$ cat config.mk
export PLATFORM = sky130hd
export DESIGN_NAME = uart_byte_rx
export DESIGN_NICKNAME = d
export VERILOG_FILES = /design/src/rtl/uart_pkg.sv /design/src/rtl/byte_fifo.sv /design/src/rtl/uart_byte_rx.sv
export SDC_FILE = /design/constraint.sdc
export NUM_CORES = 1
export LEC_CHECK = 0
export CORE_AREA = 2 2 89 91
export DETAILED_ROUTE_END_ITERATION = 7
export DIE_AREA = 0 0 91 93
export MAX_ROUTING_LAYER = met4
export PLACE_DENSITY = 0.67
export SLEW_MARGIN = 20
export SYNTH_ARGS = -nofsm -noshare
export SYNTH_HDL_FRONTEND = slang
export SYNTH_SLANG_ARGS = --single-unit
$ cat constraint.sdc
create_clock -name clk -period 2.5 [get_ports clk]
set_input_delay 0.75 -clock clk [delete_from_list [all_inputs] [get_ports clk]]
set_output_delay 0.75 -clock clk [all_outputs]
set_load 0.02 [all_outputs]
$ cat src/rtl/uart_pkg.sv
// UART receive shared types.
// State encoding and frame width used by the byte receiver.
package uart_pkg;

  localparam int UART_DATA_BITS = 8;

  typedef enum logic [1:0] {
    IDLE,
    START,
    DATA,
    STOP
  } rx_state_t;

endpackage

$ cat src/rtl/byte_fifo.sv
// First-word fall-through byte buffer.
// Power-of-two depth, occupancy counter, push/pop in the same cycle.
module byte_fifo #(
  parameter int DEPTH = 4,
  parameter int WIDTH = 8
) (
  input  logic                   clk,
  input  logic                   rst,
  input  logic                   push,
  input  logic                   pop,
  input  logic [WIDTH-1:0]       din,
  output logic [WIDTH-1:0]       dout,
  output logic                   full,
  output logic                   empty,
  output logic [$clog2(DEPTH):0] count
);

  localparam int AW = $clog2(DEPTH);

  logic [WIDTH-1:0] mem [DEPTH];
  logic [AW-1:0]    wr_ptr;
  logic [AW-1:0]    rd_ptr;
  logic             wr_en;
  logic             rd_en;

  assign full  = count == (AW+1)'(DEPTH);
  assign empty = count == '0;
  assign rd_en = pop && !empty;
  // a pop frees the slot this push needs, even when full
  assign wr_en = push && (!full || rd_en);
  assign dout  = empty ? '0 : mem[rd_ptr];

  always_ff @(posedge clk) begin
    if (wr_en) mem[wr_ptr] <= din;
  end

  always_ff @(posedge clk or negedge rst) begin
    if (!rst) begin
      wr_ptr <= '0;
      rd_ptr <= '0;
      count  <= '0;
    end else begin
      if (wr_en) wr_ptr <= wr_ptr + 1'b1;
      if (rd_en) rd_ptr <= rd_ptr + 1'b1;
      unique case ({wr_en, rd_en})
        2'b10:   count <= count + 1'b1;
        2'b01:   count <= count - 1'b1;
        default: ;
      endcase
    end
  end

endmodule

$ cat src/rtl/uart_byte_rx.sv
// 8N1 UART byte receiver with synchronizer and output FIFO.
// Mid-bit sampling; framing and overrun reported as single pulses.
module uart_byte_rx
  import uart_pkg::*;
#(
  parameter int CLKS_PER_BIT = 868,
  parameter int FIFO_DEPTH   = 4
) (
  input  logic       clk,
  input  logic       rst,
  input  logic       rx_serial,
  output logic [7:0] rx_frame,
  output logic       rx_valid,
  input  logic       rx_ready,
  output logic       framing_err,
  output logic       overrun_err
);

  localparam int CW = $clog2(CLKS_PER_BIT);
  localparam int BW = $clog2(UART_DATA_BITS);
  localparam logic [CW-1:0] FULL_T = CW'(CLKS_PER_BIT - 1);
  localparam logic [CW-1:0] HALF_T = CW'(CLKS_PER_BIT / 2 - 1);

  rx_state_t state, nstate;

  logic                      sync1, sync2, sync_q;
  logic                      rx_bit, fall;
  logic [CW-1:0]             baud_cnt;
  logic [BW-1:0]             bit_cnt;
  logic [UART_DATA_BITS-1:0] shift;
  logic                      sample, stop_ok, stop_bad;
  logic                      pop, fifo_full, fifo_empty;
  logic [$clog2(FIFO_DEPTH):0] fifo_count;
  logic                      unused_count;

  always_ff @(posedge clk or negedge rst) begin
    if (!rst) begin
      sync1  <= 1'b1;
      sync2  <= 1'b1;
      sync_q <= 1'b1;
    end else begin
      sync1  <= rx_serial;
      sync2  <= sync1;
      sync_q <= sync2;
    end
  end

  assign rx_bit = sync2;
  // a line held low after a bad stop never yields a new edge
  assign fall   = sync_q & ~sync2;

  always_ff @(posedge clk or negedge rst) begin
    if (!rst) state <= IDLE;
    else      state <= nstate;
  end

  always_comb begin
    nstate = state;
    unique case (state)
      IDLE:  if (fall) nstate = START;
      START: if (sample) nstate = rx_bit ? IDLE : DATA;
      DATA:  if (sample && bit_cnt == BW'(UART_DATA_BITS - 1))
               nstate = STOP;
      STOP:  if (sample) nstate = IDLE;
      default: nstate = IDLE;
    endcase
  end

  always_comb begin
    sample = 1'b0;
    unique case (state)
      START:      sample = baud_cnt == HALF_T;
      DATA, STOP: sample = baud_cnt == FULL_T;
      default:    sample = 1'b0;
    endcase
    stop_ok  = state == STOP && sample && rx_bit;
    stop_bad = state == STOP && sample && !rx_bit;
  end

  always_ff @(posedge clk or negedge rst) begin
    if (!rst) begin
      baud_cnt    <= '0;
      bit_cnt     <= '0;
      shift       <= '0;
      framing_err <= 1'b0;
      overrun_err <= 1'b0;
    end else begin
      if (state == IDLE || sample) baud_cnt <= '0;
      else                         baud_cnt <= baud_cnt + 1'b1;
      if (state == IDLE)
        bit_cnt <= '0;
      else if (state == DATA && sample)
        bit_cnt <= bit_cnt + 1'b1;
      if (state == DATA && sample)
        shift <= {rx_bit, shift[UART_DATA_BITS-1:1]};
      framing_err <= stop_bad;
      overrun_err <= stop_ok && fifo_full && !pop;
    end
  end

  assign pop      = rx_valid && rx_ready;
  assign rx_valid = !fifo_empty;

  byte_fifo #(
    .DEPTH (FIFO_DEPTH),
    .WIDTH (UART_DATA_BITS)
  ) u_fifo (
    .clk   (clk),
    .rst   (rst),
    .push  (stop_ok),
    .pop   (pop),
    .din   (shift),
    .dout  (rx_frame),
    .full  (fifo_full),
    .empty (fifo_empty),
    .count (fifo_count)
  );

  assign unused_count = ^fifo_count;

endmodule

## Word level (Yosys, flattened, before mapping)

Memories as Yosys holds them, arrays and structs flattened.
Cells that the tools add are included.
W data, S select, Z words.

| storage, ports and cells | value |
|---|---|
| RAM bits | 32 |
| register bits after elaboration | 35 |
| input bits | 4 |
| logic and storage cells | 70 |
| output and inout bits | 11 |
| memories | 1 |

| operators by class | value |
|---|---|
| reduce and logical (&&, ||, !) cells | 22 |
| add/subtract/negate cells | 6 |
| mux-type cells | 14 |
| bitwise operators | 2 |
| equal/unequal tests | 13 |

Memory list:

| memory | words | width | read ports | clocked after Yosys merged registers in | wr ports | RTL line | source |
|---|---|---|---|---|---|---|---|
| u_fifo.mem | 4 | 8 | 1 | 0 | 1 | byte_fifo.sv:20 | `logic [WIDTH-1:0] mem [DEPTH];` |

Operators with widths:

| operator | count |
|---|---|
| $add A10 B1 Y10 const B | 1 |
| $eq A10 B10 Y1 const B | 1 |
| $eq A10 B9 Y1 const B | 1 |
| $logic_and A1 B1 Y1 | 10 |
| $mux W10 | 1 |
| $mux W2 | 5 |
| $mux W8 | 1 |
| $ne A2 B2 Y1 const B | 4 |
| $pmux W2 S4 | 1 |
| $add A3 B1 Y3 const B | 2 |
| $eq A2 B2 Y1 const B | 3 |
| $eq A3 B3 Y1 const B | 2 |
| $mux W3 | 2 |
| $pmux W3 S2 | 1 |
| $add A2 B1 Y2 const B | 2 |
| $eq A2 B1 Y1 const B | 2 |
| $logic_not A1 Y1 | 4 |
| $reduce_and A4 Y1 | 1 |
| $reduce_bool A2 Y1 | 2 |
| $logic_not A3 Y1 | 1 |
| $sub A3 B1 Y3 const B | 1 |
| $logic_not A2 Y1 | 1 |
| $logic_or A1 B1 Y1 | 2 |
| $mux W1 | 2 |
| 4 further kinds | 4 |

## Depth between registers and ports, before layout

Gate-level depths: netlist of the first run.

| logic depth | value |
|---|---|
| depth in word-level cells | 8 |
| mapped depth | 12 |
| mapped depth without buffers | 10 |

## Hierarchy

From an unflattened synthesis of the first run, not the netlist that was laid out.

| second synthesis, totals | value |
|---|---|
| cells, all modules | 220 |
| area, all modules | 3025.4 um^2 |

By module, submodules not included:

| module | sequential area each (um^2) | cells an instance | instances | area an instance (um^2) |
|---|---|---|---|---|
| byte_fifo | 1136.1 | 105 | 1 | 1731.7 |
| uart_byte_rx | 704.4 | 115 | 1 | 1293.7 |

## Worst setup path before layout of the first run

Ideal clock, no wire load.

| path | value |
|---|---|
| path kind | input to register |
| start point | input rx_ready |
| end point | register u_fifo.count[2] |
| arrival time | 2.551 ns |
| path slack | -0.130 ns |
| stages | 10 |
| cell sequence | or4b_1 and3_1 buf_2 inv_1 ha_1 inv_1 fa_1 xor2_1 nor2_1 xor2_1 |

| on the way | value |
|---|---|
| word-level cells in the longest chain between the ends | 6 |

RTL lines:

| element | RTL line | source |
|---|---|---|
| start, declared | uart_byte_rx.sv:14 | `input logic rx_ready,` |
| $logic_and A1 B1 Y1 (*) | uart_byte_rx.sv:101 | `assign pop = rx_valid && rx_ready;` |
| $logic_and A1 B1 Y1 (*) | byte_fifo.sv:28 | `assign rd_en = pop && !empty;` |
| $logic_or A1 B1 Y1 | byte_fifo.sv:30 | `assign wr_en = push && (!full \|\| rd_en);` |
| $logic_and A1 B1 Y1 | byte_fifo.sv:30 |  |
| $eq A2 B1 Y1 or $eq A2 B2 Y1 (tied branches) | byte_fifo.sv:45 | `unique case ({wr_en, rd_en})` |
| $pmux W3 S2 or $reduce_bool A2 Y1 (tied branches) | - |  |
| end signal, assigned | byte_fifo.sv:46 | `2'b10: count <= count + 1'b1;` |
| end signal, assigned | byte_fifo.sv:47 | `2'b01: count <= count - 1'b1;` |
| end, declared | byte_fifo.sv:15 | `output logic [$clog2(DEPTH):0] count` |

Every way passes the cells marked *; elsewhere a longest branch is shown, timed or not.
A chain may end at the register's enable or synchronous reset.

## Worst setup path after layout of the first run

| path | value |
|---|---|
| start point | register u_fifo.rd_ptr[0] |
| end point | output rx_frame[6] |

| on the way | value |
|---|---|
| word-level cells in the longest chain between the ends | 2 |

RTL lines:

| element | RTL line | source |
|---|---|---|
| start, declared | byte_fifo.sv:22 | `logic [AW-1:0] rd_ptr;` |
| start signal, assigned | byte_fifo.sv:44 | `if (rd_en) rd_ptr <= rd_ptr + 1'b1;` |
| $mem_v2 Z4 W8 | - |  |
| $mux W8 | byte_fifo.sv:31 | `assign dout = empty ? '0 : mem[rd_ptr];` |
| end, declared | uart_byte_rx.sv:12 | `output logic [7:0] rx_frame,` |

Every way passes these cells.

==> flow_summary.yaml, run 1 <==
setup_path:
  ff2ff_path_depth: 10
  setup.worst_path.class: "reg -> out"
  cp.arrival_ns: 1.69
  worstPathRequired_ns: 1.75
  worstPathMaxFanout: 4
  end_kind: "primary output"
  critPathLaunchType: "flip-flop"
floorplanning:
  dieHeight_um: 93
  initial_core_util: 0.387
  num_rows: 32
  die_x_um: 91
  ios: 15
  dieArea_mm2: 0.00846
  coreArea_mm2: 0.00753
sta:
  post-route-min-period_ns: 2.44
  relSlewSlack: 0.609
  min_period_over_period: 0.974
  holdWs_ns: 0.358
  max_freq_mhz: 411
  fin_worst_skew_ns: 0.00907
  worst_pin_slew_ns: 0.582
  hold_viol_final: 0
  postLayoutSetupSlackWorst_ns: 0.0642
  slew_violations: 0
  setup_viol: 0
  grt_setup_unrepaired: "no"
route:
  ant_nets: 0
  wl_um: 4630
  post_drt_wl_per_cell_um: 13.6
  vias: 1582
  drtIter0Drc: 88
  drc: 0
  viasPerCell: 4.64
  dr.pass1.iters: 4
cts:
  cts_sinks: 67
  insertion_delay_ns: 0.33
  cts_max_level: 3
  cts.clk_slew.worst_paths_ns: 0.07
  ctsLongestPathBuffers: 2
  cts-root-buf: "clkbuf_8"
  cts_tree: "yes"
  numCtsBuffers: 9
worst_hold_path:
  hold_path.class: "reg -> reg"
  holdPathStages: 0
logic_synthesis:
  synthXorXnorAreaFrac: 0.0421
  synthTopCellsByArea: "edfxtp_1, dfrtp_1, mux4_2"
  yosysUniqueCellTypes: 37
  synth_fa_ha_area_frac: 0.0412
  synthSimpleGateAreaFrac: 0.144
  ys.flop_type: "edfxtp_1"
  netlist_instances: 202
  syn-num-nets: 215
  yosys.area.top_type_share: 0.330
  synth_edf_count: 32
  muxShareOfSynthArea: 0.100
  synth_common_cells: "dfrtp_1, edfxtp_1, nor2_1"
  synth_top_family_by_area: "simple AND/OR/NAND/NOR gates"
  synthArstFlopShare: 0.522
  yosysTopAreaCell: "edfxtp_1"
  syn_avg_cell_area_um2: 14.4
  synth_compound_gate_area_share: 0.0150
  ys_seq_elements: 67
  netlist_area_mm2: 0.00292
  ys_warn_count: 0
  synth_seq_area_share: 0.631
final_layout:
  stdcell_area_mm2: 0.00349
  fillers: 699
  seq_area_mm2: 0.00184
  antennaDiodeCount: 0
  nets: 247
  multiInputGateArea_mm2: 0.00101
  syn_to_final_growth_pct: 19.9
  drive_above_1_share: 0.289
placement:
  dp.final_hpwl_um: 3050
  gp_congestion: 0.777
  place_ws_ns: -0.441
  port_buffers: 14
  placed_area_mm2: 0.00325
grt:
  grt_pass1_wl_um: 8160
  grt_max_degree: 36
  antenna_found_initial: 0
  grt_overflow: 0
  track_usage: 0.126
  grt_pass1_vias: 1599
power:
  p_total_w: 0.00294
  ir_worst_vdd_mv: 0.382
  p_leak_nw: 1.55
  p_per_area_mw_per_mm2: 842
status:
  outcome: "finished, final reports clean"
run:
  cap_violations: 0
## layout make-up
class	count	share of cell area
flip-flops and latches	67	0.527
multi-input cells	118	0.290
repair buffers	29	0.0705
well taps	102	0.0365
clock buffers	9	0.0354
clock inverters	7	0.0304
inverters	9	0.00967
## cell usage in the layout, fill, tap and decap left out, types with 7 or more instances in the layout
cell type and count:
and2_1 14, buf_2 7, buf_4 13, clkbuf_8 9
dfrtp_1 31, edfxtp_1 32, ha_1 7, inv_1 8
mux2_2 9, mux4_2 8, nand2_1 11, nand3_1 7
nor2_1 17, xnor2_1 8
## routing by layer
metal | wire [µm] | GRT usage
met1 | 2230 | 0.172
met2 | 2250 | 0.183
met3 | 146 | 0.0371
met4 | 0 | 0.0417
met5 | 0 | -
## power by group
part | switching, W | internal (W)
Sequential | 0.000107 | 0.00124
Combinational | 0.000247 | 0.000318
Clock | 0.000381 | 0.000651
## flip-flops by register name, summed over array words and instances (netlist names), named ones only
| signal | cells |
|---|---|
| overrun_err | 1 |
| rx_bit | 1 |
| bit_cnt | 3 |
| u_fifo.rd_ptr | 2 |
| u_fifo.mem | 32 |
| state | 1 |
| u_fifo.count | 3 |
| framing_err | 1 |
| sync_q | 1 |
| u_fifo.wr_ptr | 2 |
| sync1 | 1 |
| baud_cnt | 10 |
| shift | 8 |
## repair_timing
action                     CTS  global route
hold buffers                 0             0
resized for setup           37             4
setup endpoints to repair   10             2
buffers inserted             2             0
pin swaps                    4             4
cloned                       0             1
## final timing paths
check	startpoint	to	slack (ns)
max	u_fifo.rd_ptr[0]$_DFFE_PN0P_	rx_frame[6]	0.06
min	sync1$_DFF_PN1_	rx_bit$_DFF_PN1_	0.36
max reg2reg	u_fifo.count[0]$_DFFE_PN0P_	u_fifo.count[2]$_DFFE_PN0P_	0.22
min reg2reg	sync1$_DFF_PN1_	rx_bit$_DFF_PN1_	0.36
max in group asynchronous	rst	sync1$_DFF_PN1_	1.33
min in group asynchronous	rst	baud_cnt[6]$_DFF_PN0_	0.82
## kinds of logic (layout without fill, tap and decap cells)
group                    count (synthesis)  after routing
AO/OA/AOI/OAI                            6              6
XOR/XNOR                                14             14
adder cells (fa/ha/maj)                  9              9
buffers and inverters                   17             54
flip-flops                              67             67
multiplexers                            18             18
AND/OR/NAND/NOR                         71             71
## worst max-delay path, stage by stage (launching register included)
cell,delay (ns)
dfrtp_2,0.41
clkbuf_16,0.16
mux4_2,0.47
and2_1,0.16
buf_2,0.15
## through the flow
stage / TNS [ns] / std cells / util
detailed placement: -4.41 / 322 / 0.432
global route: 0 / 341 / 0.464
finish: 0 / 341 / 0.464
floorplan: -0.0550 / 202 / -
global placement: -2.58 / 322 / 0.432
CTS: 0 / 340 / 0.460
(Power assumes the default switching activity.)
==> run 2, diff against run 1 <==
- CORE_AREA: 2 2 89 91 -> 2 2 90 92
- DIE_AREA: 0 0 91 93 -> 0 0 92 94
- SYNTH_HIERARCHICAL: default -> 1
==> run 2 against run 1 <==
Effect of this change: power up 12%; non-clock buffer count up 12; highest routed layer is now met4; sequential power about the same; cell area up 6.8%; synthesized area up 3.8%; utilization up 2.6 points.
==> flow_summary.yaml, run 2 <==
sta:
  post-route-min-period_ns: 2.50
  slew_violations: 0
  grt_setup_unrepaired: "yes"
  relSlewSlack: 0.558
  min_period_over_period: 0.998
  setup_viol: 0
  max_freq_mhz: 401
  postLayoutSetupSlackWorst_ns: 0.00467
  hold_viol_final: 0
  fin_worst_skew_ns: 0.0122
  worst_pin_slew_ns: 0.661
final_layout:
  final_cell_mix: "dfrtp_1, edfxtp_1, buf_4"
  drive_above_1_share: 0.332
  nets: 275
  fin_util: 0.490
  fillers: 688
  stdcell_count: 370
  regMostFlops: "u_fifo/mem"
  syn_to_final_growth_pct: 23.3
  largest_reg_flops: 32
  antennaDiodeCount: 0
  reg_top3: "u_fifo/mem x32, baud_cnt x10, shift x8"
placement:
  gp_congestion: 0.784
  port_buffers: 14
  dp.final_hpwl_um: 3560
  place_ws_ns: -0.147
  dp.cells: 351
setup_path:
  end_kind: "primary output"
  ff2ff_setup_slack_ns: 0.15
  crit_end: "rx_frame[2]"
  worstPathRequired_ns: 1.75
  ff2ff_path_depth: 10
  r2r-end: "u_fifo/count[1]$_DFFE_PN0P_"
  critPathLaunchType: "flip-flop"
  setup.worst_path.class: "reg -> out"
  worstPathMaxFanout: 7
  crit_start: "u_fifo/rd_ptr[0]$_DFFE_PN0N_"
  cp.arrival_ns: 1.75
  reg2reg_from: "baud_cnt[6]$_DFF_PN0_"
route:
  drc: 0
  vias: 1827
  dr.pass1.iters: 4
  post_drt_wl_per_cell_um: 14.3
  drtIter0Drc: 80
  wl_um: 5290
  viasPerCell: 4.94
  ant_nets: 0
floorplanning:
  num_rows: 32
  ios: 15
  dieArea_mm2: 0.00865
  initial_core_util: 0.398
  coreArea_mm2: 0.00761
  die_x_um: 92
  dieHeight_um: 94
logic_synthesis:
  ys_seq_elements: 67
  ys.flop_type: "edfxtp_1"
  yosysUniqueCellTypes: 43
  yosys.area.top_type_share: 0.318
  synth_edf_count: 32
  netlist_instances: 220
  netlist_area_mm2: 0.00303
  synth_common_cells: "dfrtp_1, edfxtp_1, nand2_1"
  yosysTopAreaCell: "edfxtp_1"
  ys_warn_count: 6
  synthArstFlopShare: 0.522
  syn-num-nets: 232
  synthTopCellsByArea: "edfxtp_1, dfrtp_1, mux4_2"
  syn_avg_cell_area_um2: 13.8
  synth_seq_area_share: 0.608
cts:
  ctsLongestPathBuffers: 2
  insertion_delay_ns: 0.35
  holdBufCountCts: 0
  cts_max_level: 3
  cts_sinks: 67
  cts.clk_slew.worst_paths_ns: 0.07
  cts_tree: "yes"
  numCtsBuffers: 9
  cts-root-buf: "clkbuf_8"
grt:
  grt_max_degree: 36
  grt_pass1_wl_um: 9040
  grt_pass1_vias: 1834
  track_usage: 0.142
  grt_overflow: 0
  antenna_found_initial: 0
power:
  p_per_area_mw_per_mm2: 880
  p_leak_nw: 1.60
  ir_worst_vdd_mv: 0.484
status:
  outcome: "finished, final reports clean"
worst_hold_path:
  hold_path.class: "reg -> reg"
run:
  cap_violations: 0
## run 2: how the worst min path moves through the flow
stage | start | slack [ns] | end | cells after the start
after floorplan | sync1$_DFF_PN1_ | 0.35 | rx_bit$_DFF_PN1_ | 0
after global placement | sync1$_DFF_PN1_ | 0.35 | rx_bit$_DFF_PN1_ | 0
after detailed placement | sync1$_DFF_PN1_ | 0.35 | rx_bit$_DFF_PN1_ | 0
after CTS | sync1$_DFF_PN1_ | 0.36 | rx_bit$_DFF_PN1_ | 0
after global routing | sync1$_DFF_PN1_ | 0.36 | rx_bit$_DFF_PN1_ | 0
final | sync1$_DFF_PN1_ | 0.36 | rx_bit$_DFF_PN1_ | 0
## run 2: repair_timing
item,in CTS,in global routing
cloned,0,0
buffers inserted,2,1
resized for setup,35,17
setup endpoints to repair,10,7
pin swaps,0,6
## run 2: metrics by stage
step	instance area (µm²)	total power [W]	setup TNS [ns]	hold WS (ns)
6_report	3730	0.00328	0	0.357
5_1_grt	3730	0.00346	-0.124	0.365
4_1_cts	3670	0.00328	-0.114	0.358
3_5_place_dp	3450	0.00218	-0.247	0.348
3_3_place_gp	3450	0.00215	-0.120	0.348
2_1_floorplan	3040	0.00186	0	0.345
## run 2: logic make-up (layout without fill, tap and decap cells)
family                     count (synthesis)  count (layout)  share of synthesized area
buffers and inverters                     20              68                     0.0306
DFF                                       67              67                      0.608
adders and majority gates                  8               8                     0.0356
xor gates and xnor gates                  13              13                     0.0376
muxes                                     17              17                     0.0943
and+or+nand+nor                           74              74                      0.139
AOI/OAI and AO/OA                         21              21                     0.0546
## run 2: cell type report
class                      instances  area [µm²]  share of cell area
clock buffer                       9         124              0.0332
clock inverter                     7         116              0.0312
inverter                          11        41.3              0.0111
multi-input combinational        133        1140               0.305
sequential                        67        1840               0.493
tap                              102         128              0.0342
timing repair buffer              41         342              0.0915
## run 2: power by group
| group | switching, W | internal [W] |
|---|---|---|
| Sequential | 0.000110 | 0.00125 |
| Combinational | 0.000401 | 0.000453 |
| Clock | 0.000411 | 0.000660 |
## run 2: layer usage
| layer | global-route usage | share of wire |
|---|---|---|
| met3 | 0.0441 | 0.036 |
| met5 | - | 0 |
| met4 | 0.0597 | 0.018 |
| met1 | 0.170 | 0.45 |
| met2 | 0.225 | 0.50 |
## run 2: worst max-delay path: stages, from the launching register on
cell and delay [ns]:
dfrtp_1 0.39, buf_12 0.15, buf_6 0.09, mux4_2 0.48
and2_4 0.16, buf_6 0.12
